==> src/rtl/vending_pkg.sv <==
// Shared definitions for the 15-rs vending controller: coin codes and the
// change-dispenser state encoding.
package vending_pkg;

    localparam logic [1:0] COIN_NONE = 2'b00;
    localparam logic [1:0] COIN_5    = 2'b01;
    localparam logic [1:0] COIN_10   = 2'b10;

    typedef enum logic [2:0] {
        ST_IDLE  = 3'd0,
        ST_SEL   = 3'd1,
        ST_EJECT = 3'd2,
        ST_DONE  = 3'd3,
        ST_FAULT = 3'd4
    } disp_state_e;

    // Value of a coin code in 5-rs units.
    function automatic logic [1:0] coin_units(input logic [1:0] coin);
        logic [1:0] units;
        case (coin)
            COIN_10: units = 2'd2;
            COIN_5:  units = 2'd1;
            default: units = 2'd0;
        endcase
        return units;
    endfunction

endpackage

==> src/rtl/coin_inventory.sv <==
// Saturating up/down coin counter with a parameterised reset value.
// A simultaneous increment and decrement leaves the count unchanged.
module coin_inventory #(
    parameter int W    = 4,
    parameter int INIT = 8
) (
    input  logic         clk,
    input  logic         rst,
    input  logic         i_inc,
    input  logic         i_dec,
    output logic [W-1:0] o_count
);

    localparam logic [W-1:0] MAX_CNT = {W{1'b1}};
    localparam logic [W-1:0] ONE     = W'(1);
    localparam logic [W-1:0] INIT_V  = W'(INIT);

    logic [W-1:0] r_count;

    // Count register: refill saturates high, decrement never wraps below zero.
    always_ff @(posedge clk) begin
        if (rst) begin
            r_count <= INIT_V;
        end else if (i_inc && !i_dec) begin
            if (r_count != MAX_CNT) begin
                r_count <= r_count + ONE;
            end
        end else if (!i_inc && i_dec) begin
            if (r_count != {W{1'b0}}) begin
                r_count <= r_count - ONE;
            end
        end
    end

    assign o_count = r_count;

endmodule

==> src/rtl/change_dispenser.sv <==
// Change payout back-end: pays a request in 5-rs units as single coins,
// preferring 10-rs coins, and latches a fault if the ejector stops acking.
module change_dispenser
    import vending_pkg::*;
#(
    parameter int INV_W       = 4,
    parameter int INIT_5      = 8,
    parameter int INIT_10     = 8,
    parameter int ACK_TIMEOUT = 15
) (
    input  logic             clk,
    input  logic             rst,
    input  logic             req_valid,
    input  logic [3:0]       req_amt,
    output logic             req_ready,
    output logic [1:0]       eject,
    input  logic             eject_ack,
    output logic             done,
    output logic [3:0]       shortfall,
    output logic             fault,
    input  logic             load_5,
    input  logic             load_10,
    output logic [INV_W-1:0] cnt_5,
    output logic [INV_W-1:0] cnt_10
);

    localparam int             TMR_W    = $clog2(ACK_TIMEOUT + 1);
    localparam logic [TMR_W-1:0] TMO_LAST = TMR_W'(ACK_TIMEOUT - 1);
    localparam logic [TMR_W-1:0] TMR_ONE  = TMR_W'(1);

    disp_state_e      r_state;
    logic             r_ready;
    logic [1:0]       r_eject;
    logic             r_done;
    logic [3:0]       r_shortfall;
    logic             r_fault;
    logic [3:0]       r_remaining;
    logic [TMR_W-1:0] r_timer;

    logic             w_ack_take;
    logic             w_dec_5;
    logic             w_dec_10;
    logic             w_can_10;
    logic             w_can_5;
    logic [INV_W-1:0] w_cnt_5;
    logic [INV_W-1:0] w_cnt_10;

    assign w_ack_take = (r_state == ST_EJECT) && eject_ack;
    assign w_dec_5    = w_ack_take && (r_eject == COIN_5);
    assign w_dec_10   = w_ack_take && (r_eject == COIN_10);
    assign w_can_10   = (r_remaining >= 4'd2) && (w_cnt_10 != {INV_W{1'b0}});
    assign w_can_5    = (r_remaining >= 4'd1) && (w_cnt_5 != {INV_W{1'b0}});

    coin_inventory #(.W(INV_W), .INIT(INIT_5)) u_inv_5 (
        .clk     (clk),
        .rst     (rst),
        .i_inc   (load_5),
        .i_dec   (w_dec_5),
        .o_count (w_cnt_5)
    );

    coin_inventory #(.W(INV_W), .INIT(INIT_10)) u_inv_10 (
        .clk     (clk),
        .rst     (rst),
        .i_inc   (load_10),
        .i_dec   (w_dec_10),
        .o_count (w_cnt_10)
    );

    // Payout sequencer; every output is a register updated with the state.
    always_ff @(posedge clk) begin
        if (rst) begin
            r_state     <= ST_IDLE;
            r_ready     <= 1'b1;
            r_eject     <= COIN_NONE;
            r_done      <= 1'b0;
            r_shortfall <= 4'd0;
            r_fault     <= 1'b0;
            r_remaining <= 4'd0;
            r_timer     <= {TMR_W{1'b0}};
        end else begin
            case (r_state)
                ST_IDLE: begin
                    if (req_valid && r_ready) begin
                        r_remaining <= req_amt;
                        r_ready     <= 1'b0;
                        r_state     <= ST_SEL;
                    end
                end
                ST_SEL: begin
                    r_timer <= {TMR_W{1'b0}};
                    if (w_can_10) begin
                        r_eject <= COIN_10;
                        r_state <= ST_EJECT;
                    end else if (w_can_5) begin
                        r_eject <= COIN_5;
                        r_state <= ST_EJECT;
                    end else begin
                        r_done      <= 1'b1;
                        r_shortfall <= r_remaining;
                        r_state     <= ST_DONE;
                    end
                end
                ST_EJECT: begin
                    // An ack on the last allowed cycle takes priority over the timeout.
                    if (eject_ack) begin
                        r_remaining <= r_remaining - {2'b00, coin_units(r_eject)};
                        r_eject     <= COIN_NONE;
                        r_timer     <= {TMR_W{1'b0}};
                        r_state     <= ST_SEL;
                    end else if (r_timer == TMO_LAST) begin
                        r_eject <= COIN_NONE;
                        r_fault <= 1'b1;
                        r_state <= ST_FAULT;
                    end else begin
                        r_timer <= r_timer + TMR_ONE;
                    end
                end
                ST_DONE: begin
                    r_done  <= 1'b0;
                    r_ready <= 1'b1;
                    r_state <= ST_IDLE;
                end
                ST_FAULT: begin
                    r_eject <= COIN_NONE;
                    r_ready <= 1'b0;
                    r_fault <= 1'b1;
                end
                default: begin
                    r_eject <= COIN_NONE;
                    r_done  <= 1'b0;
                    r_ready <= 1'b1;
                    r_state <= ST_IDLE;
                end
            endcase
        end
    end

    assign req_ready = r_ready;
    assign eject     = r_eject;
    assign done      = r_done;
    assign shortfall = r_shortfall;
    assign fault     = r_fault;
    assign cnt_5     = w_cnt_5;
    assign cnt_10    = w_cnt_10;

endmodule
==> config.mk <==
export PLATFORM = sky130hd
export DESIGN_NAME = change_dispenser
export DESIGN_NICKNAME = d
export VERILOG_FILES = /design/src/rtl/vending_pkg.sv /design/src/rtl/coin_inventory.sv /design/src/rtl/change_dispenser.sv
export SDC_FILE = /design/constraint.sdc
export NUM_CORES = 1
export LEC_CHECK = 0
export ABC_AREA = 0
export BUFFER_PORTS_ARGS = -buffer_cell sky130_fd_sc_hd__buf_2
export CORE_UTILIZATION = 50
export DETAILED_ROUTE_END_ITERATION = 6
export GPL_ROUTABILITY_DRIVEN = 0
export PLACE_DENSITY = 0.72
export SYNTH_ARGS = -nofsm -noshare
export SYNTH_HDL_FRONTEND = slang
export SYNTH_SLANG_ARGS = --single-unit
==> constraint.sdc <==
create_clock -name clk -period 3 [get_ports clk]
set_input_delay 0.3 -clock clk [delete_from_list [all_inputs] [get_ports clk]]
set_output_delay 0.3 -clock clk [all_outputs]
set_load 0.005 [all_outputs]
Word-level counts from Yosys, hierarchy flattened
Index checks and enable logic that the tools add are counted. W data, S select, Z words.

Bits in registers: 28. Input bits: 10. Output and inout bits: 17. Logic and storage cells: 118.

$add $sub $neg: 6. Magnitude comparators: 2. Equal/unequal tests: 20. Multiplexer cells: 37. Bitwise operators: 6. Reductions and logical operators: 37.

Operator list (count): $mux W4 (12); $reduce_and A3 Y1 (8); $pmux W4 S2 (2); $mux W2 (7); $ne A2 B2 Y1 const B (7); $reduce_bool A2 Y1 (7); $add A4 B1 Y4 const B (3); $pmux W3 S4 (1); $logic_and A1 B1 Y1 (10); $mux W3 (3); $ne A4 B4 Y1 const B (2); $reduce_bool A4 Y1 (2); $sub A4 B1 Y4 const B (2); $mux W1 (7); $eq A3 B2 Y1 const B (2); $ne A3 B3 Y1 const B (2); $not A1 Y1 (6); $pmux W2 S3 (1); $eq A4 B4 Y1 const B (1); $ge A4 B1 Y1 const B (1); $ge A4 B2 Y1 const B (1); $logic_not A1 Y1 (4); $pmux W1 S2 (2); $pmux W2 S2 (1); other kinds (12) (14).

Longest topological paths before layout
Gate-level depths: netlist of run 1.

Depth in word-level cells: 8. Gate-level depth with buffers: 8. Gate-level depth less buffers: 7.

Hierarchy
A second synthesis of run 1 with hierarchy kept.

Cells, all modules: 206. Area, all modules: 1811.7 µm².

By module, submodules not included: change_dispenser (times used 1, cells an instance 140, area an instance 1213.7 µm², sequential area each 400.4 µm²); coin_inventory (times used 2, cells an instance 33, area an instance 299.0 µm², sequential area each 80.1 µm²).

Worst setup path after synthesis of run 1
OpenSTA, ideal clock, no wires.

Kind: register to register. Start: register r_state[2]. End: register u_inv_5.r_count[3], in the netlist u_inv_5.o_count[3]. Library setup time: 0.131 ns. Arrival: 2.020 ns. Required time: 2.869 ns. Setup slack: 0.849 ns. Cell stages (with the launch flop): 8. Path buffers: 0. Clock period less this slack: 2.151 ns. Cell sequence: dfxtp_1 nand4bb_2 o21ai_0 ha_1 a21o_1 a21oi_1 nor4b_1 nor4_2.

Longest elaborated chain between the ends: 7. Elaborated cells between the ends (all ways): 11. Classes of those cells: eq/ne (2); mux (1); reduce/logical (8).

RTL lines: from (decl) (line change_dispenser.sv:31) `disp_state_e r_state;`; from (signal assigned) (line change_dispenser.sv:73) `r_state <= ST_IDLE;`; from (signal assigned) (line change_dispenser.sv:87) `r_state <= ST_SEL;`; from (signal assigned) (line change_dispenser.sv:94) `r_state <= ST_EJECT;`; $eq A3 B2 Y1 * (line change_dispenser.sv:48) `assign w_ack_take = (r_state == ST_EJECT) && eject_ack;`; $logic_and A1 B1 Y1 * (line change_dispenser.sv:48); $logic_and A1 B1 Y1 * (line change_dispenser.sv:49) `assign w_dec_5 = w_ack_take && (r_eject == COIN_5);`; $logic_not A1 Y1 (line coin_inventory.sv:24) `end else if (i_inc && !i_dec) begin`; $logic_and A1 B1 Y1 (line coin_inventory.sv:24); $ne A2 B2 Y1 (no source line) or $reduce_bool A2 Y1 (tied branches); $reduce_and A3 Y1 (no source line); to (signal assigned) (line coin_inventory.sv:26) `r_count <= r_count + ONE;`; to (signal assigned) (line coin_inventory.sv:30) `r_count <= r_count - ONE;`; to (decl) (line coin_inventory.sv:18) `logic [W-1:0] r_count;`.

Every way passes the cells marked *; elsewhere a longest branch is shown, timed or not. A chain may end at the register's enable or synchronous reset.

Worst setup path after layout of run 1
Start: register r_state[1]. End: register u_inv_5.r_count[3], in the netlist u_inv_5.o_count[3].

The elaborated chain is that of the path after synthesis.

==> run_results.csv, run 1 <==
group,metric,value,unit
clocking,hold_buffers,0,
synth,synth_nets,222,
floorplan,fp-row-count,21,
global_route,overflow,0,
final_layout,final_nets,246,
final_layout,fin_cells,270,
clocking,cts_buffers,3,
sta,report.final.slew_viol_count,0,
sta,finalSetupTns,0,ps
final_layout,final_common_cell,"dfxtp_1",
global_route,antenna_found_initial,0,
setup_path,crit_slowest_cell,"dfxtp_1",
flow_run,cap_violations,0,
clocking,clock_path_buffers,2,
sta,setup_viol,0,
setup_path,worst-path-max-fanout,16,
sta,fin_crit_sh,87.7,%
drt,vias,1580,
final_layout,n_antenna_cell,0,
floorplan,core,3340,µm²
synth,ys.flop_type,"dfxtp_1",
drt,routedWlPerCell,13.7,µm
setup_path,crit_path_end_kind,"register",
clocking,cts_tree,"yes",
synth,yosysUniqueCellTypes,49,
final_layout,drive_gt1_share,18.3,%
setup_path,path_cells,"nand4bb_2, o21ai_0, ha_1, a21o_1, a21oi_1, nor4b_1, nor4_2",
power_and_ir_drop,leakage,0.761,nW
setup_path,required,3230,ps
drt,drt_drc_violations_left,0,
hold_path,worstHoldPathCells,3,
drt,antenna_left,0,
floorplan,io_pins,27,
clocking,cts_resized,0,
floorplan,die_y,61.2,µm
place,dp_hpwl,2680,µm
place,portBuffers,26,
place,place_ws,418,ps
sta,fin_crit,2630,ps
sta,hold_viol_final,0,
drt,dr.pass1.iters,5,
floorplan,fp.dieW,61.2,µm
synth,synth-seq-cells,28,
global_route,grt_start_max_net_pins,35,
final_layout,final_cell_mix,"28 x dfxtp_1, 26 x buf_2, 16 x a21oi_1, 15 x o21ai_0, 12 x nand2b_1",
place,placed_area,1910,µm²
synth,yosysSeqAreaShare,32.0,%
power_and_ir_drop,powerDensity,478,nW/µm²
final_layout,postLayoutCellArea,1950,µm²
sta,rsz0062_at_grt,"false",
setup_path,slowest_delay,650,ps
setup_path,cpLargestDelayFamily,"compound AO/OA/AOI/OAI gates",
clocking,path_clk_slew,150,ps
synth,synth.avg_cell_area,8.71,µm²
synth,async_flop_share,0,%
clocking,htreeDepth,1,
setup_path,arrival,2860,ps
clocking,post_cts_buffers,0,
sta,fmax,0.380,GHz
final_layout,fin_util,58.4,%
sta,maxSlewHeadroom,58.1,%
clocking,cts_root_buf,"clkbuf_4",
final_layout,area_growth,11.3,%
setup_path,cp_num_buf_inv,0,
sta,fin_worst_skew,4.41,ps
drt,drtIter0Drc,143,
hold_path,hold_path.class,"input port to register",
global_route,grt_pass1_vias,1315,
floorplan,start_util,52.5,%
outcome,status,"finished clean",
synth,yosys_warnings,0,
synth,synth_cells,201,
final_layout,n_fill_cell,320,
global_route,track_usage,21.6,%
setup_path,rr_worst_depth,7,
power_and_ir_drop,ir_drop,0.239,mV
sta,post-route-worst-setup-slack,370,ps
place,place_inst,266,
drt,postRouteWirelength,3700,µm
power_and_ir_drop,power.total,0.931,mW
sta,whs,278,ps
drt,via_per_inst,5.85,
clocking,clkLatencyLatePin,330,ps
sta,max_slew.worst_pin.slew,625,ps
setup_path,critical_path_class,"register to register",
setup_path,start_kind,"register",
floorplan,die_area,3740,µm²
synth,synth_edf_count,0,
global_route,grt_pass1_wl,6100,µm
setup_path,path_depth,7,
clocking,numClockSinks,28,
synth,netlist_area,1750,µm²
==> final cells by class <==
type | count | area [µm²] | share of cell area (%)
Tap cell | 46 | 57.6 | 2.95
Inverter | 9 | 33.8 | 1.73
Clock buffer | 4 | 36.3 | 1.86
Multi-Input combinational cell | 156 | 1120 | 57.6
Timing Repair Buffer | 27 | 138 | 7.06
Sequential cell | 28 | 561 | 28.8
==> synth_stat cells, types with 2 or more instances <==
cell type	n	share of area, %
dfxtp_1	28	32
a21oi_1	16	4.6
o21ai_0	15	4.3
nand2b_1	12	4.3
nor2_1	10	2.1
inv_1	9	1.9
nand2_1	9	1.9
ha_1	8	5.7
nand3_1	8	2.3
a211oi_1	7	3.0
nor3_1	7	2.0
nor4_2	6	4.3
nor3b_1	5	2.1
clkbuf_1	4	0.86
buf_2	3	0.86
fa_1	3	3.4
mux2i_1	3	1.7
o211ai_1	3	1.3
a21o_1	2	0.86
a31oi_1	2	0.71
and4b_1	2	1.1
nand3b_1	2	0.86
nand4_1	2	0.71
nor3b_2	2	1.4
nor4_1	2	0.71
nor4b_1	2	1.0
nor4bb_1	2	1.1
o211a_1	2	1.1
o21ai_1	2	0.57
or3_1	2	0.71
or3b_1	2	1.0
xnor2_1	2	1.0
==> sequential cells by signal, indices dropped and copies added, names as in the netlist, 2 cells and up <==
register,flops
u_inv_5.o_count,4
r_remaining,4
r_state,3
r_timer,4
shortfall,4
eject,2
u_inv_10.o_count,4
==> worst register-to-register path, cell delays in order (launching register included) <==
cell and delay, ps:
dfxtp_1 650, nand4bb_2 260, o21ai_0 430, ha_1 320, a21o_1 180, a21oi_1 250, nor4b_1 360, nor4_2 80
==> cells by family (layout without fill, tap and decap cells) <==
kind of cell,count (synthesis),count (layout),synth area share (%)
simple gates,79,79,30.1
compound gates,61,61,22.1
flops,28,28,32.0
buf+inv,17,40,3.86
fa+ha+maj,11,11,9.14
mux,3,3,1.71
xor+xnor,2,2,1.00
==> final timing paths <==
path	endpoint	startpoint	slack, ps
hold reg to reg	done	done	490
hold / removal	r_remaining[0]	req_amt[0]	280
setup reg to reg	u_inv_5.o_count[3]	r_state[1]	370
setup / recovery	u_inv_5.o_count[3]	r_state[1]	370
==> metal layers <==
metal  up-vias  GRT usage (%)  wire length (µm)
met5         -              0                 0
met4         0           4.87                36
met3         5           3.15               163
met2        35           33.1              1660
met1       735           32.1              1840
li1        805              -                 -
==> report_power, final <==
group	switching, mW	total [mW]	internal, mW
clock	0.114	0.188	0.0744
sequential	0.0477	0.454	0.407
combinational	0.161	0.288	0.127
Note: power is estimated with default switching activity, not from simulation.
==> run 2, diff against run 1 <==
- CORE_UTILIZATION: 50 -> 56
- PLACE_DENSITY: 0.72 -> 0.81
==> run_results.csv, run 2 (synthesized netlist as in run 1, its figures left out) <==
group,metric,value,unit
final_layout,drive_gt1_share,17.9,%
floorplan,core,2850,µm²
drt,postRouteWirelength,3790,µm
drt,vias,1624,
setup_path,path_depth,7,
floorplan,start_util,61.4,%
drt,drt_drc_violations_left,5,
setup_path,endpoint,"u_inv_10.o_count[3]",
floorplan,fp-row-count,19,
setup_path,arrival,2860,ps
setup_path,slowest_delay,640,ps
global_route,overflow,0,
clocking,post_cts_buffers,0,
clocking,path_clk_slew,150,ps
clocking,cts_resized,0,
power_and_ir_drop,p_seq_share,46.7,%
sta,hold_viol_final,0,
setup_path,startpoint,"r_state[1]",
hold_path,hold_path.class,"input port to register",
clocking,clock_path_buffers,2,
setup_path,cpLargestDelayFamily,"compound AO/OA/AOI/OAI gates",
final_layout,n_antenna_cell,0,
setup_path,path_cells,"nand4bb_2, o21ai_0, ha_1, a21o_1, a21oi_1, nor4b_1, nor4_2",
floorplan,die_area,3360,µm²
place,portBuffers,26,
power_and_ir_drop,swShare,32.8,%
sta,fin_crit,2630,ps
drt,antenna_left,0,
drt,via_per_inst,6.39,
sta,fin_worst_skew,4.90,ps
setup_path,critical_path_class,"register to register",
final_layout,final_common_cell,"dfxtp_1",
global_route,grt_pass1_vias,1508,
floorplan,io_pins,27,
sta,max_slew.worst_pin.slew,591,ps
setup_path,required,3230,ps
clocking,cts_tree,"yes",
drt,dr.pass1.iters,6,
global_route,track_usage,24.7,%
setup_path,worst-path-max-fanout,16,
sta,fin_crit_sh,87.6,%
power_and_ir_drop,clkPwrFrac,25.1,%
clocking,cts_root_buf,"clkbuf_4",
sta,setup_viol,0,
clocking,cts_buffers,3,
power_and_ir_drop,power.total,0.992,mW
floorplan,die_y,57.9,µm
floorplan,fp.dieW,57.9,µm
sta,fmax,0.380,GHz
final_layout,area_growth,10.7,%
setup_path,start_kind,"register",
setup_path,rrSetupSlack,370,ps
sta,maxSlewHeadroom,60.3,%
clocking,hold_buffers,0,
global_route,grt_pass1_wl,6590,µm
flow_run,cap_violations,0,
setup_path,crit_path_end_kind,"register",
setup_path,crit_slowest_cell,"dfxtp_1",
clocking,htreeDepth,1,
drt,drtIter0Drc,76,
setup_path,r2r-end,"u_inv_10.o_count[3]",
final_layout,final_nets,245,
sta,rsz0062_at_grt,"false",
final_layout,final_cell_mix,"28 x dfxtp_1, 26 x buf_2, 16 x a21oi_1, 15 x o21ai_0, 12 x nand2b_1",
outcome,status,"finished with violations",
clocking,numClockSinks,28,
setup_path,cp_num_buf_inv,0,
global_route,grt_start_max_net_pins,35,
power_and_ir_drop,p_comb_share,28.2,%
power_and_ir_drop,powerDensity,511,nW/µm²
power_and_ir_drop,ir_drop,0.312,mV
place,dp_hpwl,2830,µm
sta,report.final.slew_viol_count,0,
sta,finalSetupTns,0,ps
setup_path,r2r_start,"r_state[1]",
outcome,violations,"DRC",
drt,routedWlPerCell,14.9,µm
power_and_ir_drop,power.internal,0.667,mW
global_route,antenna_found_initial,0,
power_and_ir_drop,p_switching,0.325,mW
clocking,clkLatencyLatePin,330,ps
power_and_ir_drop,leakage,0.763,nW
setup_path,rr_worst_depth,7,
## run 2: cell count changes in the layout (fill, tap and decap cells not counted)
cell,previous run,this run
clkbuf_8,1,0
bufinv_16,0,1
buf_4,1,0
## run 2: final cells by class
type,count,area (µm²)
fill,223,913
inverter,9,33.8
clock inverter,1,30.0
multi-input combinational,156,1120
sequential,28,561
timing repair buffer,26,130
clock buffer,3,22.5
tap,31,38.8
## run 2: worst reg2reg max path: cells and delay by family, from the launching register on
family / cells / cell delay (ps)
AOI/OAI and AO/OA: 3 / 880
adders and majority gates: 1 / 320
and+or+nand+nor: 3 / 680
DFF: 1 / 640
## run 2: worst min path at each step
stage / from / slack (ps) / to / depth (start not counted)
5_1_grt: req_amt[3] / 320 / r_remaining[3] / 4
3_3_place_gp: fault / 450 / fault / 2
3_5_place_dp: fault / 460 / fault / 2
6_report: req_amt[0] / 300 / r_remaining[0] / 3
2_1_floorplan: r_remaining[0] / 460 / r_remaining[0] / 2
4_1_cts: req_amt[0] / 280 / r_remaining[0] / 3
## run 2: stage by stage
step | util (%) | area (µm²) | worst slack [ps] | instances | hold WS, ps
after CTS | 68.0 | 1940 | 379 | 254 | 284
after detailed placement | 66.1 | 1890 | 399 | 250 | 460
after global routing | 68.0 | 1940 | 74.1 | 254 | 325
after floorplan | - | 1750 | 849 | 201 | 458
after global placement | 66.1 | 1890 | 608 | 250 | 454
final | 68.0 | 1940 | 371 | 254 | 302
## run 2: power groups by stage
stage               Combinational [mW]  Sequential (mW)  Clock, mW
floorplan                        0.211            0.455          0
global placement                 0.265            0.466          0
detailed placement               0.276            0.471          0
CTS                              0.277            0.463      0.257
global route                     0.319            0.470      0.271
finish                           0.279            0.463      0.249
## run 2: routing by layer
layer | global-route usage, % | share of wire, % | vias up
met5 | 0 | 0 | -
met4 | 5.10 | 0.50 | 0
met3 | 5.80 | 5.8 | 4
met2 | 42.0 | 48 | 58
met1 | 32.0 | 46 | 757
li1 | - | - | 805
==> run 3, diff against run 2 <==
- GPL_TIMING_DRIVEN: unset -> 1
- SYNTH_HIERARCHICAL: unset -> 1
==> run_results.csv, run 3 <==
group,metric,value,unit
drt,via_per_inst,5.61,
floorplan,fp-row-count,20,
synth,synth_edf_count,0,
clocking,cts_buffers,3,
final_layout,drive_gt1_share,18.3,%
synth,ys.flop_type,"dfxtp_1",
sta,post-route-worst-setup-slack,254,ps
drt,drt_drc_violations_left,0,
final_layout,final_nets,254,
sta,fmax,0.364,GHz
setup_path,arrival,3030,ps
synth,yosysUniqueCellTypes,53,
setup_path,crit_slowest_cell,"dfxtp_1",
synth,synth-seq-cells,28,
global_route,grt_pass1_wl,5950,µm
drt,dr.pass1.iters,4,
place,portBuffers,26,
global_route,track_usage,22.2,%
synth,yosysTopAreaCellShare,30.9,%
setup_path,worst-path-max-fanout,13,
sta,fin_crit_sh,91.5,%
global_route,grt_pass1_vias,1363,
synth,synth_top_cells_by_count,"28 x dfxtp_1, 18 x a21oi_1, 16 x nor2_1",
clocking,htreeDepth,1,
floorplan,fp.dieW,58.9,µm
sta,fin_crit,2750,ps
synth,synth.avg_cell_area,8.79,µm²
flow_run,cap_violations,0,
global_route,grt_start_max_net_pins,36,
synth,netlist_area,1810,µm²
outcome,status,"finished clean",
drt,antenna_left,0,
clocking,post_cts_buffers,0,
setup_path,rrSetupSlack,250,ps
synth,async_flop_share,0,%
sta,rsz0062_at_grt,"false",
synth,synthMostInstantiatedCell,"dfxtp_1",
clocking,cts_root_buf,"clkbuf_4",
synth,netlist_top_cells_area,"dfxtp_1 31%, ha_1 6.9%, mux2i_1 5.5%",
sta,setup_viol,0,
setup_path,critical_path_class,"register to register",
final_layout,final-seq-area,561,µm²
power_and_ir_drop,power.total,0.940,mW
hold_path,hold_path.class,"input port to register",
synth,yosysTopAreaCell,"dfxtp_1",
floorplan,die_y,58.9,µm
sta,max_slew.worst_pin.slew,539,ps
setup_path,crit_path_end_kind,"register",
clocking,numClockSinks,28,
final_layout,area_growth,10.6,%
place,placed_area,1970,µm²
synth,synth_nets,229,
sta,whs,287,ps
drt,drtIter0Drc,57,
final_layout,n_antenna_cell,0,
clocking,cts_resized,0,
setup_path,path_cells,"nor3b_1, and3_1, inv_1, ha_1, inv_1, ha_1, a21oi_1, and3_1, o21ba_1, mux2i_1",
drt,routedWlPerCell,12.8,µm
power_and_ir_drop,powerDensity,469,nW/µm²
drt,vias,1537,
sta,finalSetupTns,0,ps
floorplan,core,3050,µm²
floorplan,die_area,3470,µm²
sta,report.final.slew_viol_count,0,
place,dp_hpwl,2530,µm
final_layout,final_cell_mix,"28 x dfxtp_1, 26 x buf_2, 18 x a21oi_1, 16 x nor2_1",
clocking,path_clk_slew,150,ps
floorplan,start_util,59.3,%
floorplan,io_pins,27,
drt,postRouteWirelength,3500,µm
final_layout,n_fill_cell,301,
synth,yosysSeqAreaShare,30.9,%
global_route,antenna_found_initial,0,
clocking,cts_tree,"yes",
clocking,hold_buffers,0,
power_and_ir_drop,ir_drop,0.380,mV
synth,synth_cells,206,
global_route,overflow,0,
setup_path,required,3280,ps
setup_path,slowest_delay,570,ps
sta,hold_viol_final,0,
power_and_ir_drop,leakage,0.856,nW
synth,yosys_warnings,6,
final_layout,multi_input_area,1160,µm²
sta,maxSlewHeadroom,64.0,%
final_layout,final_common_cell,"dfxtp_1",
clocking,clkLatencyLatePin,330,ps
clocking,clock_path_buffers,2,
setup_path,start_kind,"register",
place,place_ws,346,ps
final_layout,postLayoutCellArea,2000,µm²
sta,fin_worst_skew,11.8,ps
run 3: worst max-delay path: cells and delay by family (launching register included):
kind | cells | cell delay [ps]
simple gates | 3 | 910
flops | 1 | 570
fa+ha+maj | 2 | 500
mux | 1 | 170
buf+inv | 2 | 220
compound gates | 2 | 330
run 3: path summary, 6_finish.rpt:
path | from | end | cells past startpoint
worst min-delay path | req_amt[1] | r_remaining[1] | 3
worst max-delay path | r_state[1] | u_inv_10/o_count[3] | 10
worst min register to register | shortfall[2] | shortfall[2] | 2
worst max register to register | r_state[1] | u_inv_10/o_count[3] | 10
run 3: through the flow:
step / std cells / util [%]
5_1_grt: 274 / 65.6
6_report: 274 / 65.6
2_1_floorplan: 206 / -
3_5_place_dp: 270 / 64.4
3_3_place_gp: 270 / 64.4
4_1_cts: 274 / 65.6
run 3: cell families after synthesis:
group,after synthesis,synth area share [%]
flops,28,30.9
compound gates,55,21.5
xor+xnor,2,0.967
fa+ha+maj,13,10.2
simple gates,77,25.9
buf+inv,21,4.97
mux,10,5.53
run 3: cell type report:
class,instances,area share (%)
well taps,44,2.75
multi-input cells,157,58.0
flip-flops and latches,28,28.0
inverters,14,2.62
repair buffers,27,6.87
clock buffers,4,1.81
run 3: where the power goes:
part / internal, mW / switching (mW) / leakage, nW
Clock: 0.0744 / 0.110 / 0.0210
Combinational: 0.142 / 0.141 / 0.606
Sequential: 0.408 / 0.0631 / 0.229
run 3: routing by layer:
layer	vias to the layer above	GRT usage [%]	wire [µm]
met2	23	37.5	1640
li1	804	-	-
met4	0	5.10	27
met1	705	29.0	1730
met3	5	4.62	107
met5	-	0	0
